--- config.mk ---
export PLATFORM = sky130hd
export DESIGN_NAME = multicycle_controller
export DESIGN_NICKNAME = d
export VERILOG_FILES = /design/src/rtl/mc_pkg.sv /design/src/rtl/alu_decoder.sv /design/src/rtl/multicycle_controller.sv
export SDC_FILE = /design/constraint.sdc
export NUM_CORES = 1
export LEC_CHECK = 0
export CAP_MARGIN = 10
export CORE_MARGIN = 2
export CORE_UTILIZATION = 41
export DETAILED_ROUTE_END_ITERATION = 7
export PLACE_DENSITY = 0.8
export SYNTH_ARGS = -nofsm -noshare
export SYNTH_HDL_FRONTEND = slang
export SYNTH_HIERARCHICAL = 1
export SYNTH_SLANG_ARGS = --single-unit
--- constraint.sdc ---
create_clock -name clk -period 1.93 [get_ports clk]
set_input_delay 0.386 -clock clk [delete_from_list [all_inputs] [get_ports clk]]
set_output_delay 0.386 -clock clk [all_outputs]
set_load 0.005 [all_outputs]
--- src/rtl/mc_pkg.sv ---
// mc_pkg: shared types and constants for the multi-cycle RV32I controller.
// Holds the FSM state enum, the datapath select/op encodings, the opcode
// constants, the control-word struct and the immediate-format helper.
package mc_pkg;

  localparam int unsigned OP_W    = 7;
  localparam int unsigned F3_W    = 3;
  localparam int unsigned F7_W    = 7;
  localparam int unsigned STATE_W = 4;

  typedef enum logic [STATE_W-1:0] {
    FETCH, DECODE, EXEC_R, EXEC_I, ALU_WB, MEM_ADR, MEM_RD, MEM_WB,
    MEM_WR, BRANCH, JAL, JALR_ADR, JALR_PC, LUI
  } state_t;

  typedef enum logic [2:0] {
    ALU_ADD  = 3'b000,
    ALU_SUB  = 3'b001,
    ALU_AND  = 3'b010,
    ALU_OR   = 3'b011,
    ALU_XOR  = 3'b100,
    ALU_SLT  = 3'b101,
    ALU_SLTU = 3'b110
  } aluop_t;

  typedef enum logic [2:0] {
    EXT_I = 3'b000,
    EXT_S = 3'b001,
    EXT_B = 3'b010,
    EXT_U = 3'b011,
    EXT_J = 3'b100
  } ext_t;

  typedef enum logic [1:0] {
    RES_ALUOUT = 2'b00,
    RES_MDR    = 2'b01,
    RES_ALU    = 2'b10,
    RES_IMM    = 2'b11
  } res_t;

  typedef enum logic [1:0] {
    SRCA_PC    = 2'b00,
    SRCA_OLDPC = 2'b01,
    SRCA_RS1   = 2'b10,
    SRCA_ZERO  = 2'b11
  } srca_t;

  typedef enum logic [1:0] {
    SRCB_RS2  = 2'b00,
    SRCB_IMM  = 2'b01,
    SRCB_FOUR = 2'b10
  } srcb_t;

  localparam logic [OP_W-1:0] OP_R      = 7'b0110011;
  localparam logic [OP_W-1:0] OP_I      = 7'b0010011;
  localparam logic [OP_W-1:0] OP_LOAD   = 7'b0000011;
  localparam logic [OP_W-1:0] OP_STORE  = 7'b0100011;
  localparam logic [OP_W-1:0] OP_BRANCH = 7'b1100011;
  localparam logic [OP_W-1:0] OP_JAL    = 7'b1101111;
  localparam logic [OP_W-1:0] OP_JALR   = 7'b1100111;
  localparam logic [OP_W-1:0] OP_LUI    = 7'b0110111;

  // Full control word driven to the datapath in one cycle
  typedef struct packed {
    logic   pcwrite;
    logic   adrsrc;
    logic   irwrite;
    logic   memwrite;
    logic   regwrite;
    res_t   resultsrc;
    srca_t  alusrca;
    srcb_t  alusrcb;
    aluop_t aluop;
    ext_t   extend_func;
    logic   illegal;
  } ctrl_t;

  // Immediate format implied by the opcode; formats without an immediate use I
  function automatic ext_t ext_of(input logic [OP_W-1:0] op);
    ext_t f;
    case (op)
      OP_STORE:  f = EXT_S;
      OP_BRANCH: f = EXT_B;
      OP_LUI:    f = EXT_U;
      OP_JAL:    f = EXT_J;
      default:   f = EXT_I;
    endcase
    return f;
  endfunction

endpackage

--- src/rtl/alu_decoder.sv ---
// alu_decoder: maps func3 (and func7[5] for R-type) to the ALU operation and
// flags func3 values this core does not implement (shifts, unsigned branches).
// Ports: i_op opcode, i_func3, i_func7_5 -> o_aluop, o_illegal_func.
module alu_decoder
  import mc_pkg::*;
(
  input  logic [OP_W-1:0] i_op,
  input  logic [F3_W-1:0] i_func3,
  input  logic            i_func7_5,
  output aluop_t          o_aluop,
  output logic            o_illegal_func
);

  logic w_is_r;

  always_comb begin
    o_aluop        = ALU_ADD;
    o_illegal_func = 1'b0;
    w_is_r         = (i_op == OP_R);
    if (i_op == OP_R || i_op == OP_I) begin
      case (i_func3)
        3'b000:  o_aluop = (w_is_r && i_func7_5) ? ALU_SUB : ALU_ADD;
        3'b111:  o_aluop = ALU_AND;
        3'b110:  o_aluop = ALU_OR;
        3'b100:  o_aluop = ALU_XOR;
        3'b010:  o_aluop = ALU_SLT;
        3'b011:  o_aluop = ALU_SLTU;
        default: o_illegal_func = 1'b1;
      endcase
    end else if (i_op == OP_BRANCH) begin
      // Only beq/bne/blt/bge are supported
      case (i_func3)
        3'b000, 3'b001, 3'b100, 3'b101: o_illegal_func = 1'b0;
        default:                        o_illegal_func = 1'b1;
      endcase
    end
  end

endmodule

--- src/rtl/multicycle_controller.sv ---
// multicycle_controller: Moore FSM sequencing the shared-ALU multi-cycle
// RV32I datapath. Inputs: clk, rst (sync, active-high), op/func3/func7 from
// the IR, zero/neg ALU flags. Outputs: PC/IR/memory/regfile write enables,
// mux selects, ALU op, immediate format and an illegal-instruction pulse.
// Outputs decode the current state and the IR fields; the only input-to-
// output path from the ALU flags is pcwrite in BRANCH.
module multicycle_controller
  import mc_pkg::*;
(
  input  logic            clk,
  input  logic            rst,
  input  logic [OP_W-1:0] op,
  input  logic [F3_W-1:0] func3,
  input  logic [F7_W-1:0] func7,
  input  logic            zero,
  input  logic            neg,
  output logic            pcwrite,
  output logic            adrsrc,
  output logic            irwrite,
  output logic            memwrite,
  output logic            regwrite,
  output logic [1:0]      resultsrc,
  output logic [1:0]      alusrca,
  output logic [1:0]      alusrcb,
  output logic [2:0]      aluop,
  output logic [2:0]      extend_func,
  output logic            illegal
);

  state_t r_state;
  state_t w_next;
  ctrl_t  w_ctrl;
  aluop_t w_dec_aluop;
  logic   w_illegal_func;
  logic   w_taken;
  logic   w_unused;

  // Only func7[5] distinguishes add/sub
  assign w_unused = ^{func7[6], func7[4:0]};

  alu_decoder u_alu_decoder (
    .i_op           (op),
    .i_func3        (func3),
    .i_func7_5      (func7[5]),
    .o_aluop        (w_dec_aluop),
    .o_illegal_func (w_illegal_func)
  );

  // Branch condition from the RS1-RS2 subtraction flags
  always_comb begin
    case (func3)
      3'b000:  w_taken = zero;
      3'b001:  w_taken = ~zero;
      3'b100:  w_taken = neg;
      3'b101:  w_taken = ~neg;
      default: w_taken = 1'b0;
    endcase
  end

  // State register
  always_ff @(posedge clk) begin
    if (rst) r_state <= FETCH;
    else     r_state <= w_next;
  end

  // Next-state and control decode
  always_comb begin
    w_next = FETCH;
    w_ctrl = '0;
    case (r_state)
      FETCH: begin
        w_ctrl.irwrite   = 1'b1;
        w_ctrl.pcwrite   = 1'b1;
        w_ctrl.alusrca   = SRCA_PC;
        w_ctrl.alusrcb   = SRCB_FOUR;
        w_ctrl.aluop     = ALU_ADD;
        w_ctrl.resultsrc = RES_ALU;
        w_next           = DECODE;
      end
      DECODE: begin
        // ALUOut <= OldPC + imm, the target for branches and jal
        w_ctrl.alusrca     = SRCA_OLDPC;
        w_ctrl.alusrcb     = SRCB_IMM;
        w_ctrl.aluop       = ALU_ADD;
        w_ctrl.extend_func = ext_of(op);
        case (op)
          OP_R:             w_next = EXEC_R;
          OP_I:             w_next = EXEC_I;
          OP_LOAD, OP_STORE: w_next = MEM_ADR;
          OP_BRANCH:        w_next = BRANCH;
          OP_JAL:           w_next = JAL;
          OP_JALR:          w_next = JALR_ADR;
          OP_LUI:           w_next = LUI;
          default:          w_next = FETCH;
        endcase
        if (w_next == FETCH || w_illegal_func) begin
          w_ctrl.illegal = 1'b1;
          w_next         = FETCH;
        end
      end
      EXEC_R: begin
        w_ctrl.alusrca = SRCA_RS1;
        w_ctrl.alusrcb = SRCB_RS2;
        w_ctrl.aluop   = w_dec_aluop;
        w_next         = ALU_WB;
      end
      EXEC_I: begin
        w_ctrl.alusrca = SRCA_RS1;
        w_ctrl.alusrcb = SRCB_IMM;
        w_ctrl.aluop   = w_dec_aluop;
        w_next         = ALU_WB;
      end
      ALU_WB: begin
        w_ctrl.resultsrc = RES_ALUOUT;
        w_ctrl.regwrite  = 1'b1;
        w_next           = FETCH;
      end
      MEM_ADR: begin
        w_ctrl.alusrca = SRCA_RS1;
        w_ctrl.alusrcb = SRCB_IMM;
        w_ctrl.aluop   = ALU_ADD;
        w_next         = (op == OP_LOAD) ? MEM_RD : MEM_WR;
      end
      MEM_RD: begin
        w_ctrl.adrsrc = 1'b1;
        w_next        = MEM_WB;
      end
      MEM_WB: begin
        w_ctrl.resultsrc = RES_MDR;
        w_ctrl.regwrite  = 1'b1;
        w_next           = FETCH;
      end
      MEM_WR: begin
        w_ctrl.adrsrc   = 1'b1;
        w_ctrl.memwrite = 1'b1;
        w_next          = FETCH;
      end
      BRANCH: begin
        // Signed overflow of the subtraction is deliberately not considered
        w_ctrl.alusrca   = SRCA_RS1;
        w_ctrl.alusrcb   = SRCB_RS2;
        w_ctrl.aluop     = ALU_SUB;
        w_ctrl.resultsrc = RES_ALUOUT;
        w_ctrl.pcwrite   = w_taken;
        w_next           = FETCH;
      end
      JAL: begin
        // PC <= target held in ALUOut while the ALU forms OldPC+4 for rd
        w_ctrl.alusrca   = SRCA_OLDPC;
        w_ctrl.alusrcb   = SRCB_FOUR;
        w_ctrl.aluop     = ALU_ADD;
        w_ctrl.resultsrc = RES_ALUOUT;
        w_ctrl.pcwrite   = 1'b1;
        w_next           = ALU_WB;
      end
      JALR_ADR: begin
        w_ctrl.alusrca = SRCA_RS1;
        w_ctrl.alusrcb = SRCB_IMM;
        w_ctrl.aluop   = ALU_ADD;
        w_next         = JALR_PC;
      end
      JALR_PC: begin
        w_ctrl.alusrca   = SRCA_OLDPC;
        w_ctrl.alusrcb   = SRCB_FOUR;
        w_ctrl.aluop     = ALU_ADD;
        w_ctrl.resultsrc = RES_ALUOUT;
        w_ctrl.pcwrite   = 1'b1;
        w_next           = ALU_WB;
      end
      LUI: begin
        w_ctrl.extend_func = EXT_U;
        w_ctrl.resultsrc   = RES_IMM;
        w_ctrl.regwrite    = 1'b1;
        w_next             = FETCH;
      end
      default: w_next = FETCH;
    endcase
    // Reset presents FETCH selects with every enable and the pulse held low
    if (rst) begin
      w_ctrl           = '0;
      w_ctrl.alusrcb   = SRCB_FOUR;
      w_ctrl.resultsrc = RES_ALU;
    end
  end

  assign pcwrite     = w_ctrl.pcwrite;
  assign adrsrc      = w_ctrl.adrsrc;
  assign irwrite     = w_ctrl.irwrite;
  assign memwrite    = w_ctrl.memwrite;
  assign regwrite    = w_ctrl.regwrite;
  assign resultsrc   = w_ctrl.resultsrc;
  assign alusrca     = w_ctrl.alusrca;
  assign alusrcb     = w_ctrl.alusrcb;
  assign aluop       = w_ctrl.aluop;
  assign extend_func = w_ctrl.extend_func;
  assign illegal     = w_ctrl.illegal;

endmodule

; Word-level counts from Yosys, hierarchy flattened
; Index checks and enable logic that the tools add are counted.
; Widths: inputs -> output; s select.
[word_totals]
regBits = 4
in_bits = 21
output_inout_bits = 18
[op_classes]
eq_ne = 28
n_mux = 25
bitwise_logic = 2
reduce_logical = 15
[op_table]
columns = cell, n
row1 = $pmux 7 s7, 1
row2 = $pmux 4 s7, 1
row3 = $eq 4x4->1 const B, 6
row4 = $pmux 4 s6, 1
row5 = $eq 7x6->1 const B, 3
row6 = $eq 7x7->1 const B, 3
row7 = $mux 18, 1
row8 = $pmux 3 s6, 1
row9 = $eq 4x3->1 const B, 4
row10 = $eq 3x3->1 const B, 4
row11 = $mux 4, 3
row12 = $pmux 3 s4, 1
row13 = $mux 1, 11
row14 = $eq 4x2->1 const B, 2
row15 = $logic_not 4->1, 2
row16 = $reduce_or 2->1, 4
row17 = $reduce_or 4->1, 2
row18 = $eq 7x2->1 const B, 1
row19 = $eq 7x5->1 const B, 1
row20 = $eq 3x2->1 const B, 2
row21 = $pmux 2 s3, 1
row22 = $pmux 3 s2, 1
row23 = $reduce_or 3->1, 2
row24 = $reduce_or 6->1, 1
row25 = 9 further kinds, 11

; Longest topological paths before layout
[logic_depth]
word_depth = 9
depth_mapped = 6
mapped_depth_nobuf = 5

; Cells and area by module
; Netlist, hierarchy kept.
[by_module_without_submodules]
columns = mod, instances, cells_per_inst, area_each_um2, seq_area_each_um2
row1 = multicycle_controller, 1, 111, 739.5, 80.1
row2 = alu_decoder, 1, 13, 108.9, 0.0

; Worst setup path before layout
; Ideal clock, no wire load.
[synth_path]
path_type = input to output
start = input op[2]
end = output extend_func[0]
arrival_time_ps = 1317
required_ps = 1544
setup_slack_ps = 227
stages = 5
n_path_buf = 1
path_cell_list = buf_6 or2_2 a21oi_1 nand3_1 a211oi_1
[synth_via]
elab_chain_cells = 4
elab_cells_between_ends = 7
cone_classes = eq/ne: 4 / mux: 3
[synth_lines]
columns = item, line
row1 = start: declaration, multicycle_controller.sv:12  ; input logic [OP_W-1:0] op,
row2 = $eq 7x7->1 or $eq 7x6->1 (tied branches), mc_pkg.sv:81  ; case (op)
row3 = $pmux 3 s4 (*), mc_pkg.sv:81
row4 = $pmux 3 s2 (*), multicycle_controller.sv:70  ; case (r_state)
row5 = $mux 18 (*), multicycle_controller.sv:179  ; if (rst) begin
row6 = end: declaration, multicycle_controller.sv:26  ; output logic [2:0] extend_func,
; Mark *: on every way between the ends. The rest lies on a longest branch, timed or not.

; Final worst setup path
[layout_path]
start = register r_state[1]
end = output pcwrite
[layout_via]
elab_chain_cells = 4
elab_cells_between_ends = 7
cone_classes = eq/ne: 3 / mux: 2 / reduce/logical: 2
[layout_lines]
columns = item, line
row1 = start: declaration, multicycle_controller.sv:30  ; state_t r_state;
row2 = start signal: assignment, multicycle_controller.sv:63  ; else r_state <= w_next;
row3 = $eq 4x4->1 or $logic_not 4->1 (tied branches), multicycle_controller.sv:70
row4 = $reduce_or 3->1 (no line), -
row5 = $pmux 1 s2 (*), multicycle_controller.sv:70
row6 = $mux 18 (*), multicycle_controller.sv:179
row7 = end: declaration, multicycle_controller.sv:17  ; output logic pcwrite,
; Marked as above.

==> summary.txt <==
drt first pass iters = 4
Slew Viols, Final = 0
part of the cycle the worst path needs = 104%
placed cell area = 0.00143 mm2
# diodes = 0
final hold slack = 0.602 ns
r2r setup slk = 0.29 ns
Worst R2R Start = r_state[3]
IO Pins = 39
CP Max Fanout = 3
CTS Buf Count = 3
CP Launch Type = flop
first-pass GRT wire length = 6.89 mm
maxcap violations = 0
layout cell share with drive strength beyond 1 = 61.7%
Switching Share = 37.5%
Combinational Power Share = 57.6%
Seq pwr share = 19.2%
Max Fclk = 0.500 GHz
Syn Area/Cell = 6.84 um2
Synth cell types = 48
Final Worst Setup Slack = -0.0689 ns
Overall Global Routing Usage = 37.0%
CP required = 1.54 ns
number of fill cells = 74
Async SR Flop Fraction = 0%
Reg-to-Reg End = r_state[1]
Finish-stage setup viols = 5
hold depth = 4
post-synthesis instance total = 124
Initial Util = 43.2%
Worst Max-Slew Pin Slew = 0.419 ns
Final Hold Fails = 0
Top reg by flops = r_state
Clk network pwr share = 23.2%
root cell of the clock tree = clkbuf_4
largest buffer count on any clock path = 2
pwr dens = 258 mW/mm2
Seq cells post-synth = 4
total wire length = 5.06 mm
Die Y-Extent = 49.5 um
biggest regs = r_state: 4 flops
leading cell type in the layout, fill and taps excluded = buf_4
Worst setup EP type = primary output
Layout Skew = 0.00325 ns
Reg2Reg Depth = 7
leakage power = 0.000777 uW
# DRC = 0
row count = 16
vias per inst = 6.34
total gr overflow = 0
hold_sp = op[4]
RSZ-0062 raised after global routing = yes
Switch Pwr = 173 uW
area grow syn2layout = 112%
EDFF count, synth = 0
Port Buf Inserts = 32
CTS sink count = 4
final layout net count = 232
failing checks = setup timing
drt wl/cell = 21.4 um
CTS tree = done
sequential cell area fraction in the yosys report = 9.44%
kind of critical path = reg -> out
Min Clock Period, post-route = 2.00 ns
VDD IR max = 309 uV
CTS Hold Buffers Added = 0
Synth Warn # = 6
largest net degree at the start of global routing = 16
Mapped Area = 848 um2
initial antenna violation count = 0
status = complete, but fails checks
worst hold endpoint = r_state[0]
Mapped Nets = 145
vias = 1,496
Arrival @ worst endpoint = 1.61 ns
Rel. slew slack = 72.0%
Skew-Pair Late Insertion Delay = 0.24 ns
hold crit path type = in -> reg
vias in the first global route = 1,421
hpwl dp = 2.46 mm
Clock transition at path regs = 0.04 ns
# H-tree levels = 1
post-route cell area = 0.00180 mm2
ANT nets after route = 0
internal power = 290 uW
gpl congestion = 0.927
Die X = 49.5 um
most frequent cells in the layout = buf_4 (49), buf_6 (13), nor2_1 (12), buf_2 (12), dlygate4sd2_1 (8)
initial drt markers = 94
max reg flops = 4
die area = 0.00245 mm2
Top FF cell, synth = dfxtp_1
area of the core = 0.00196 mm2
final cells by class:
cell class | count | area [um2] | share of cell area [%]
well taps | 27 | 33.8 | 1.88
flip-flops and latches | 4 | 83.8 | 4.66
clock buffers | 3 | 22.5 | 1.25
inverters | 3 | 11.3 | 0.626
repair buffers | 93 | 732 | 40.7
multi-input cells | 106 | 915 | 50.9
worst max-delay path by stage:
stage                          start  slack [ns]              to
after floorplan                op[2]        0.23  extend_func[0]
after global placement         op[4]       -0.77        aluop[0]
after detailed placement       op[4]       -0.81        aluop[0]
after CTS                   func7[5]       -0.23        aluop[0]
after global routing             rst       -0.11         irwrite
final                     r_state[1]       -0.07         pcwrite
cell usage after synthesis, types with 2 or more instances:
master | n | share of area (%)
nor3_1 | 8 | 4.7
nand3_1 | 5 | 2.9
clkbuf_1 | 5 | 2.2
o21a_1 | 2 | 1.8
o21ai_0 | 6 | 3.5
xor2_1 | 2 | 2.1
and3_1 | 2 | 1.5
or2_2 | 2 | 1.5
a21oi_1 | 10 | 5.9
dfxtp_1 | 4 | 9.4
buf_2 | 3 | 1.8
nor4_1 | 2 | 1.5
nor4b_1 | 2 | 2.1
o211ai_1 | 2 | 1.8
inv_1 | 3 | 1.3
buf_6 | 3 | 4.0
nand2b_1 | 7 | 5.2
nor3b_1 | 2 | 1.8
a211oi_1 | 2 | 1.8
nor2b_1 | 3 | 2.2
nand4bb_1 | 4 | 5.3
a22oi_1 | 2 | 1.8
nand3b_1 | 3 | 2.7
nand2_1 | 5 | 2.2
nor2_1 | 12 | 5.3
power groups by stage:
| stage | sequential [uW] | combinational, uW | clock, uW |
|---|---|---|---|
| global placement | 87.8 | 181 | 0 |
| detailed placement | 88.0 | 189 | 0 |
| CTS | 88.0 | 233 | 104 |
| floorplan | 88.9 | 78.0 | 0 |
| global route | 89.0 | 279 | 113 |
| finish | 88.9 | 267 | 108 |
stage by stage:
| stage | setup WS [ns] | power [uW] | instances | TNS (ns) | utilization (%) |
|---|---|---|---|---|---|
| finish | -0.0689 | 463 | 236 | -0.165 | 91.6 |
| global route | -0.107 | 481 | 236 | -0.437 | 91.6 |
| CTS | -0.230 | 425 | 236 | -0.461 | 87.4 |
| detailed placement | -0.813 | 277 | 211 | -9.17 | 72.8 |
| global placement | -0.770 | 269 | 211 | -8.42 | 72.8 |
| floorplan | 0.227 | 167 | 124 | 0 | - |
per-layer routing:
metal / global-route usage [%] / part of all wire, % / up-vias
li1: - / - / 638
met1: 43.7 / 39 / 686
met2: 63.7 / 47 / 139
met3: 5.15 / 8.7 / 33
met4: 21.3 / 6.1 / 0
met5: 0 / 0 / -
logic make-up (layout without fill, tap and decap cells):
kind of cell              count (synthesis)  in the layout  synth area share (%)
buffers and inverters                    14             99                  9.29
DFF                                       4              4                  9.44
muxes                                     1              1                  1.18
xor gates and xnor gates                  2              2                  2.07
and+or+nand+nor                          68             68                  50.4
AOI/OAI and AO/OA                        35             35                  27.6
repair_timing:
item,4_1_cts,5_1_grt
resized for setup,116,45
pin swaps,19,22
endpoints found under the hold margin,0,0
setup endpoints to repair,18,16
setup buffers,22,5
critical path, cell delays in order (launching register included):
cell and delay (ns):
dfxtp_2 0.32, buf_4 0.15, xor2_2 0.22, and2_1 0.20, o21ai_2 0.09, buf_4 0.14
a21oi_2 0.12, buf_2 0.13
Note: power is estimated with default switching activity, not from simulation.
